## src/rtl/fpmul_sched_pkg.sv

```systemverilog
// Shared defaults, derived widths and the {valid, id} tag carried alongside
// each multiply through the fixed-latency datapath.
package fpmul_sched_pkg;

    localparam int unsigned N_REQ_DEF = 4;
    localparam int unsigned W_DEF     = 32;
    localparam int unsigned LAT_DEF   = 3;
    localparam int unsigned DEPTH_DEF = 4;

    localparam int unsigned IDW_DEF  = $clog2(N_REQ_DEF);
    localparam int unsigned OCCW_DEF = $clog2(DEPTH_DEF + 1);

    // Tag id field is sized for up to 256 requesters; the top uses the low IDW bits.
    localparam int unsigned TAG_IDW = 8;

    typedef struct packed {
        logic               valid;
        logic [TAG_IDW-1:0] id;
    } tag_t;

    function automatic int unsigned occ_width(input int unsigned depth);
        return $clog2(depth + 1);
    endfunction

endpackage

```

## src/rtl/fpmul_result_fifo.sv

```systemverilog
// Synchronous result FIFO, DEPTH x DW, with async active-low reset.
// Head data reads as zero while empty so the return port idles at zero.
module fpmul_result_fifo #(
    parameter int unsigned DEPTH = 4,
    parameter int unsigned DW    = 34
) (
    input  logic          clk_i,
    input  logic          rst_ni,
    input  logic          wr_en_i,
    input  logic [DW-1:0] wr_data_i,
    input  logic          rd_en_i,
    output logic [DW-1:0] rd_data_o,
    output logic          full_o,
    output logic          empty_o
);

    localparam int unsigned AW = (DEPTH > 1) ? $clog2(DEPTH) : 1;
    localparam int unsigned CW = $clog2(DEPTH + 1);

    logic [DW-1:0] mem_q [DEPTH];
    logic [AW-1:0] wptr_q, wptr_d, rptr_q, rptr_d;
    logic [CW-1:0] cnt_q, cnt_d;
    logic          wr, rd;

    function automatic logic [AW-1:0] next_ptr(input logic [AW-1:0] p);
        return (p == AW'(DEPTH - 1)) ? '0 : p + 1'b1;
    endfunction

    assign full_o  = (cnt_q == CW'(DEPTH));
    assign empty_o = (cnt_q == '0);
    assign wr      = wr_en_i && !full_o;
    assign rd      = rd_en_i && !empty_o;

    always_comb begin
        wptr_d = wr ? next_ptr(wptr_q) : wptr_q;
        rptr_d = rd ? next_ptr(rptr_q) : rptr_q;
        cnt_d  = cnt_q;
        if (wr && !rd) begin
            cnt_d = cnt_q + 1'b1;
        end else if (!wr && rd) begin
            cnt_d = cnt_q - 1'b1;
        end
    end

    always_ff @(posedge clk_i or negedge rst_ni) begin
        if (!rst_ni) begin
            wptr_q <= '0;
            rptr_q <= '0;
            cnt_q  <= '0;
        end else begin
            wptr_q <= wptr_d;
            rptr_q <= rptr_d;
            cnt_q  <= cnt_d;
        end
    end

    always_ff @(posedge clk_i) begin
        if (wr) begin
            mem_q[wptr_q] <= wr_data_i;
        end
    end

    assign rd_data_o = empty_o ? '0 : mem_q[rptr_q];

endmodule

```

## src/rtl/fpmul_scheduler.sv

```systemverilog
// Round-robin issue of N_REQ requesters onto one shared fixed-latency multiplier,
// with a tag pipe and credit-protected result FIFO on the return path.
module fpmul_scheduler
    import fpmul_sched_pkg::*;
#(
    parameter int unsigned N_REQ = N_REQ_DEF,
    parameter int unsigned W     = W_DEF,
    parameter int unsigned LAT   = LAT_DEF,
    parameter int unsigned DEPTH = DEPTH_DEF,
    localparam int unsigned IDW  = $clog2(N_REQ)
) (
    input  logic             clk,
    input  logic             rst_n,
    input  logic [N_REQ-1:0] req_valid,
    output logic [N_REQ-1:0] req_ready,
    input  logic [N_REQ*W-1:0] req_a,
    input  logic [N_REQ*W-1:0] req_b,
    output logic             mul_valid,
    output logic [W-1:0]     mul_a,
    output logic [W-1:0]     mul_b,
    input  logic [W-1:0]     mul_prod,
    output logic             res_valid,
    input  logic             res_ready,
    output logic [W-1:0]     res_data,
    output logic [IDW-1:0]   res_id,
    output logic             busy
);

    localparam int unsigned OCCW = occ_width(DEPTH);

    logic [OCCW-1:0]  occ_q, occ_d;
    logic [IDW-1:0]   ptr_q, ptr_d;
    logic [IDW-1:0]   gnt_idx;
    logic             gnt_found, accept, pop;
    logic [W-1:0]     gnt_a, gnt_b;

    logic             mul_valid_q;
    logic [W-1:0]     mul_a_q, mul_b_q;
    logic [IDW-1:0]   issue_id_q;
    tag_t             tag_q [LAT];

    logic             fifo_full, fifo_empty;
    logic [W+IDW-1:0] fifo_rdata;
    logic             unused_sigs;

    // First valid requester at or after ptr_q in modulo order.
    always_comb begin
        int unsigned j;
        logic [IDW-1:0] idx;
        j         = 0;
        idx       = '0;
        gnt_found = 1'b0;
        gnt_idx   = '0;
        for (int unsigned k = 0; k < N_REQ; k++) begin
            j = 32'(ptr_q) + k;
            if (j >= N_REQ) begin
                j = j - N_REQ;
            end
            idx = IDW'(j);
            if (!gnt_found && req_valid[idx]) begin
                gnt_found = 1'b1;
                gnt_idx   = idx;
            end
        end
    end

    // Reset gating keeps req_ready low while rst_n is asserted.
    assign accept = gnt_found && (occ_q < OCCW'(DEPTH)) && rst_n;
    assign pop    = res_valid && res_ready;

    always_comb begin
        req_ready = '0;
        gnt_a     = '0;
        gnt_b     = '0;
        for (int unsigned i = 0; i < N_REQ; i++) begin
            req_ready[i] = accept && (IDW'(i) == gnt_idx);
            if (IDW'(i) == gnt_idx) begin
                gnt_a = req_a[i*W +: W];
                gnt_b = req_b[i*W +: W];
            end
        end
    end

    always_comb begin
        ptr_d = ptr_q;
        if (accept) begin
            ptr_d = (gnt_idx == IDW'(N_REQ - 1)) ? '0 : gnt_idx + 1'b1;
        end
        occ_d = occ_q;
        if (accept && !pop) begin
            occ_d = occ_q + 1'b1;
        end else if (!accept && pop) begin
            occ_d = occ_q - 1'b1;
        end
    end

    always_ff @(posedge clk or negedge rst_n) begin
        if (!rst_n) begin
            ptr_q <= '0;
            occ_q <= '0;
        end else begin
            ptr_q <= ptr_d;
            occ_q <= occ_d;
        end
    end

    always_ff @(posedge clk or negedge rst_n) begin
        if (!rst_n) begin
            mul_valid_q <= 1'b0;
            mul_a_q     <= '0;
            mul_b_q     <= '0;
            issue_id_q  <= '0;
        end else begin
            mul_valid_q <= accept;
            if (accept) begin
                mul_a_q    <= gnt_a;
                mul_b_q    <= gnt_b;
                issue_id_q <= gnt_idx;
            end
        end
    end

    // Tag pipe mirrors the datapath latency; its last stage qualifies mul_prod.
    always_ff @(posedge clk or negedge rst_n) begin
        if (!rst_n) begin
            for (int unsigned i = 0; i < LAT; i++) begin
                tag_q[i] <= '0;
            end
        end else begin
            tag_q[0].valid <= mul_valid_q;
            tag_q[0].id    <= TAG_IDW'(issue_id_q);
            for (int unsigned i = 1; i < LAT; i++) begin
                tag_q[i] <= tag_q[i-1];
            end
        end
    end

    fpmul_result_fifo #(
        .DEPTH (DEPTH),
        .DW    (W + IDW)
    ) u_fifo (
        .clk_i     (clk),
        .rst_ni    (rst_n),
        .wr_en_i   (tag_q[LAT-1].valid),
        .wr_data_i ({tag_q[LAT-1].id[IDW-1:0], mul_prod}),
        .rd_en_i   (pop),
        .rd_data_o (fifo_rdata),
        .full_o    (fifo_full),
        .empty_o   (fifo_empty)
    );

    // Credits guarantee the FIFO never fills past DEPTH, so full is informational.
    assign unused_sigs = ^{fifo_full, tag_q[LAT-1].id};

    assign mul_valid          = mul_valid_q;
    assign mul_a              = mul_a_q;
    assign mul_b              = mul_b_q;
    assign res_valid          = !fifo_empty;
    assign {res_id, res_data} = fifo_rdata;
    assign busy               = (occ_q != '0);

endmodule

```

## config.mk

```make
export PLATFORM = sky130hd
export DESIGN_NAME = fpmul_scheduler
export DESIGN_NICKNAME = d
export VERILOG_FILES = /design/src/rtl/fpmul_sched_pkg.sv /design/src/rtl/fpmul_result_fifo.sv /design/src/rtl/fpmul_scheduler.sv
export SDC_FILE = /design/constraint.sdc
export NUM_CORES = 1
export LEC_CHECK = 0
export ABC_AREA = 1
export BUFFER_PORTS_ARGS = -buffer_cell sky130_fd_sc_hd__buf_2
export CORE_AREA = 4 4 153 155
export CTS_BUF_LIST = sky130_fd_sc_hd__clkbuf_4
export DETAILED_ROUTE_END_ITERATION = 7
export DIE_AREA = 0 0 157 159
export GPL_TIMING_DRIVEN = 0
export PLACE_DENSITY = 0.92
export SETUP_SLACK_MARGIN = 0.4
export SYNTH_ARGS = -nofsm -noshare
export SYNTH_HDL_FRONTEND = slang
export SYNTH_HIERARCHICAL = 1
export SYNTH_SLANG_ARGS = --single-unit
```

## constraint.sdc

```tcl
create_clock -name clk -period 6.46 [get_ports clk]
set_input_delay 0.969 -clock clk [delete_from_list [all_inputs] [get_ports clk]]
set_output_delay 0.969 -clock clk [all_outputs]
set_load 0.02 [all_outputs]
```

# ---- Word level (Yosys, flattened, before mapping)
# Memories as Yosys holds them, arrays and structs flattened.
# Cells that the tools add are included.
dict set report op_classes {
  add_sub_neg 14
  mul 0
  div_mod_pow 0
  n_lt_le_gt_ge 9
  eq_ne 7
  n_shift 0
  mux 38
  bitwise 0
  n_reduce_logical 30
}
# operator n
set op_table {}
lappend op_table {{32-bit 2-to-1 mux} 8}
lappend op_table {{34-bit 2-to-1 mux} 1}
lappend op_table {{2-bit 2-to-1 mux} 11}
lappend op_table {{1-bit logical AND} 16}
lappend op_table {{2-bit by 3-bit less-than comparator with 1-bit output, second input constant} 4}
lappend op_table {{3-bit 2-to-1 mux} 4}
lappend op_table {{1-bit 2-to-1 mux} 10}
lappend op_table {{3-bit greater-or-equal comparator, second input constant} 3}
lappend op_table {{1-bit logical NOT} 9}
lappend op_table {{1-bit binary-select mux with 2-bit select} 4}
lappend op_table {{2-bit by 1-bit subtractor with 2-bit output, second input constant} 4}
lappend op_table {{2-bit by 1-bit adder with 2-bit output, second input constant} 3}
lappend op_table {{2-bit by 2-bit adder with 3-bit output, second input constant} 2}
lappend op_table {{3-bit by 1-bit adder with 3-bit output, second input constant} 2}
lappend op_table {{2-bit equality test, second input constant} 3}
lappend op_table {{3-bit by 1-bit subtractor with 3-bit output, second input constant} 2}
lappend op_table {{2-bit equality test, first input constant} 2}
lappend op_table {{2-bit nonzero test} 2}
lappend op_table {{2-bit by 1-bit adder with 3-bit output, second input constant} 1}
lappend op_table {{3-bit equality test, second input constant} 1}
lappend op_table {{2-bit by 3-bit greater-or-equal comparator with 1-bit output, second input constant} 1}
lappend op_table {{3-bit logical NOT} 1}
lappend op_table {{3-bit less-than comparator, second input constant} 1}
lappend op_table {{3-bit nonzero test} 1}
lappend op_table {{other kinds (2)} 2}
dict set report word_totals {
  regBits 88
  latchBits 0
  ram_bits 136
  rom_bits 0
  out_inout_bits 105
  wordCells 114
  n_memories 1
}
# memory depth width rd rd_ports_with_merged_regs wr line_no
set mem_list {}
lappend mem_list {u_fifo.mem_q 4 34 1 0 1 fpmul_result_fifo.sv:20} ;# logic [DW-1:0] mem_q [DEPTH];

# ---- Longest topological paths before layout
dict set report depth {
  word_depth 20
  depth_mapped 20
}

# ---- By module
# The synthesis kept the hierarchy.
# mod instances cells_each area_each_um2 seq_area_each_um2
set modules_own_cells {}
lappend modules_own_cells {fpmul_result_fifo 1 595 6217.2 4259.1}
lappend modules_own_cells {fpmul_scheduler 1 811 5247.5 2026.9}

# ---- Worst setup path before layout
# Ideal clock, no wire load.
dict set report synth_path {
  path_type {input to output}
  from {input req_valid[0]}
  to {output req_ready[3]}
  t_arrival_ns 2.706
  path_slack_ns 2.785
  cell_stages 14
  path_buffers 2
  path_cell_list {inv_1 > nand2_1 > nand3_1 > nand2_1 > nor2_4 > nand3_1 > nand3_1 > nand2_1 > inv_1 > ha_1 > clkbuf_1 > clkbuf_1 > inv_1 > nor2_1}
}
dict set report synth_between {
  word_cells_on_any_way 26
}
# element line_no
set synth_rtl {}
lappend synth_rtl {{start, declared} fpmul_scheduler.sv:14} ;# input logic [N_REQ-1:0] req_valid,
lappend synth_rtl {{1-bit binary-select mux with 2-bit select} fpmul_scheduler.sv:60} ;# if (!gnt_found && req_valid[idx]) begin
lappend synth_rtl {{1-bit 2-to-1 mux (implied by the code)} fpmul_scheduler.sv:60}
lappend synth_rtl {{1-bit 2-to-1 mux} fpmul_scheduler.sv:60}
lappend synth_rtl {{1-bit logical NOT} fpmul_scheduler.sv:60}
lappend synth_rtl {{1-bit logical AND} fpmul_scheduler.sv:60}
lappend synth_rtl {{1-bit 2-to-1 mux} fpmul_scheduler.sv:60}
lappend synth_rtl {{1-bit logical NOT} fpmul_scheduler.sv:60}
lappend synth_rtl {{1-bit logical AND} fpmul_scheduler.sv:60}
lappend synth_rtl {{1-bit 2-to-1 mux} fpmul_scheduler.sv:60}
lappend synth_rtl {{1-bit logical NOT} fpmul_scheduler.sv:60}
lappend synth_rtl {{1-bit logical AND} fpmul_scheduler.sv:60}
lappend synth_rtl {{2-bit 2-to-1 mux *} fpmul_scheduler.sv:60}
lappend synth_rtl {{net gnt_idx[1]} fpmul_scheduler.sv:33} ;# logic [IDW-1:0] gnt_idx;
lappend synth_rtl {{2-bit equality test *} fpmul_scheduler.sv:76} ;# req_ready[i] = accept && (IDW'(i) == gnt_idx);
lappend synth_rtl {{1-bit logical AND *} fpmul_scheduler.sv:76}
lappend synth_rtl {{end, declared} fpmul_scheduler.sv:15} ;# output logic [N_REQ-1:0] req_ready,
# The timed path passes the listed nets; every way through them passes the cells marked *. The select of a mux whose other input is x is not followed.

# ---- Worst setup path in the final report
dict set report layout_path {
  from {register ptr_q[0]}
  to {output req_ready[2]}
}
dict set report layout_between {
  word_cells_on_any_way 41
}
# element line_no
set layout_rtl {}
lappend layout_rtl {{start, declared} fpmul_scheduler.sv:32} ;# logic [IDW-1:0] ptr_q, ptr_d;
lappend layout_rtl {{start signal, assigned} fpmul_scheduler.sv:102} ;# ptr_q <= ptr_d;
lappend layout_rtl {{parallel branches: the longest is 13 deep, another holds 2-bit by 1-bit adder with 3-bit output} --}
lappend layout_rtl {{2-bit 2-to-1 mux *} fpmul_scheduler.sv:60}
lappend layout_rtl {{net gnt_idx[1]} fpmul_scheduler.sv:33}
lappend layout_rtl {{2-bit equality test *} fpmul_scheduler.sv:76}
lappend layout_rtl {{1-bit logical AND *} fpmul_scheduler.sv:76}
# Mark *: on every way through the listed nets, which the timed path passes. The select of a mux whose other input is x is not followed.

==> impl_results.md <==
* Outcome: complete, no violations
* Gr usage total at 0.343
* Slowest stage cell, crit path: clkbuf_1
* Initial core utilization at 0.525
* CTS tree: built
* Design area at 14700 µm²
* TritonRoute pass-1 iters at 8
* Hold Crit Class: primary input to asynchronous set/reset pin
* Register Area at 6290 µm²
* CP Cell Sequence: buf_4 > inv_6 > nand2_1 > nand3_1 > nand2_1 > nor2_4 > nand4_1 > nand2_1 > inv_1 > ha_1 > inv_1 > clkbuf_1 > clkbuf_1 > nor2_1 > buf_2
* Die area at 25000 µm²
* Initial DRC count at 1268
* Fin crit period at 4.53 ns
* Post-CTS setup buffer count at 0
* Area grow syn2layout at 28.1%
* Vias at 11800
* DR DRC count at 0
* Cts repair resizes at 0
* I/O Pins at 400
* Max clock buf depth at 3
* Via density at 5.34
* Core Footprint at 21800 µm²
* DPL Wire Length at 33.6 mm
* Global-route wire length before repair at 64.9 mm
* Initial antenna violation count at 20
* Crit Path Max Fanout at 10
* Layout Cells excl Fill at 2200
* Area of the multi-input gates at 4110 µm²
* LEAKAGE at 7.62 nW
* Slew Viols, Final at 0
* Power Dens Cells at 615 nW/µm²
* Total gr overflow at 0
* Cell Rows at 54
* Min Hold Slack at 0.261 ns
* Crit path required time at 5.49 ns
* Final GP Congestion at 1.02
* Largest net degree at the start of global routing at 56
* Cts hold-fix bufs at 0
* Max Clk Rate at 0.221 GHz
* Crit Path Class: flop to output port
* FILL cells at 1764
* Setup violators final at 0
* Crit share post-route at 0.702
* RSZ-0062 raised after global routing: no
* Detail Route Antenna Nets at 0
* Root buffer cell: clkbuf_4
* R2r setup slk at 2.66 ns
* Share of cells above drive strength 1 at 0.291
* Cell area after synthesis at 11500 µm²
* Mapped Nets at 1713
* Cells after Synth at 1405
* Crit path DAT at 3.56 ns
* Setup TNS at 0 ns
* Clock Sinks at 224
* Clk Latency, worst-skew pair at 0.67 ns
* Worst Setup Start Kind: flop
* Synth Warn # at 6
* Port bufs at 399
* Max-cap violations at 0
* Worst Tran Pin Value at 1.16 ns
* Mean routed wirelength per cell at 20.0 µm
* Syn avg cell area at 8.16 µm²
* Worst path most repeated cell: nand2_1
* Net count, final at 2174
* Cell count after placement at 2089
* Final Hold Viols at 0
* Cts bufs inserted at 55
* Largest stage delay, worst path at 0.56 ns
* Vias in the first global route at 11400
* Final Skew at 0.0417 ns
* Die Width at 157 µm
* Setup crit end kind: output port
* Worst-path clk slew at 0.07 ns
* Die height at 159 µm
* Final wirelength at 43.9 mm
* H-tree Lvls at 2
* Slew margin rel. at 0.222
* VDD IR-drop max at 0.427 mV
* Dpl cell area at 13900 µm²
* Final core utilization at 0.673
==> critical path, delay by kind of cell (launching register included) <==
kind	cells	cell delay, ns
buffers and inverters	7	1.57
adder cells (fa/ha/maj)	1	0.19
flip-flops	1	0.38
AND/OR/NAND/NOR	7	0.78
==> area by class of cell <==
type | count | share of cell area
buffer | 81 | 0.0301
inverter | 173 | 0.0448
tap | 280 | 0.0239
clock inverter | 8 | 0.00273
clock buffer | 86 | 0.0440
sequential | 224 | 0.428
antenna | 17 | 0.00290
multi-input combinational | 927 | 0.280
timing repair buffer | 404 | 0.144
==> sequential cells by signal, summed over array words and instances (netlist names), 2 cells and up <==
| signal | flops |
|---|---|
| mul_b | 32 |
| u_fifo/rptr_q | 2 |
| ptr_q | 2 |
| u_fifo/cnt_q | 3 |
| issue_id_q | 2 |
| u_fifo/wptr_q | 2 |
| mul_a | 32 |
| occ_q | 3 |
| tag_q | 9 |
| u_fifo/mem_q | 136 |
==> cell usage in the layout (no fill, tap or decap) <==
cell	n
buf_4	11
mux2_2	1
clkinvlp_4	1
inv_4	1
nand4_1	3
clkbuf_1	37
buf_12	4
nor2_1	7
inv_2	5
clkinv_2	1
buf_2	418
o21ai_2	2
o21ai_1	1
nand3_1	83
or2_1	1
xor2_1	1
clkinv_4	1
o21ai_0	134
dfrtp_1	88
buf_16	1
nand2_1	570
fa_1	2
a21oi_1	99
nand2_4	1
inv_1	166
nand2_2	3
edfxtp_1	136
xnor2_1	2
nor2_4	5
diode_2	17
buf_1	4
clkinv_1	5
ha_1	11
inv_6	1
buf_6	10
clkbuf_4	86
nand3_2	1
==> metal layers <==
layer / track usage / wire length, µm / share of wire
met1: 0.415 / 15200 / 0.34
met2: 0.559 / 21500 / 0.49
met3: 0.120 / 5710 / 0.13
met4: 0.139 / 1550 / 0.035
met5: 0 / 30 / 0.00068
==> path summary, 6_finish.rpt <==
check	startpoint	to	cells after the start
worst max-delay path	ptr_q[0]	req_ready[2]	15
worst min-delay path	rst_n	mul_a[23]	1
worst max register to register	ptr_q[0]	mul_b[31]	18
worst min register to register	tag_q[17]	tag_q[8]	0
max in group asynchronous	rst_n	mul_b[8]	2
min in group clk	tag_q[17]	tag_q[8]	0
==> power by group <==
part | leakage, nW | switching [W] | internal (W)
Sequential | 2.35 | 0.000172 | 0.00192
Combinational | 4.86 | 0.00400 | 0.00179
Clock | 0.412 | 0.000545 | 0.000600
Total | 7.62 | 0.00472 | 0.00431
==> stage by stage <==
step | total power, W | setup WS (ns)
after floorplan | 0.00588 | 2.78
after global placement | 0.00763 | 1.94
after detailed placement | 0.00778 | 2.15
after CTS | 0.00896 | 1.92
after global routing | 0.00978 | 1.67
final | 0.00903 | 1.93
(Power assumes the default switching activity.)
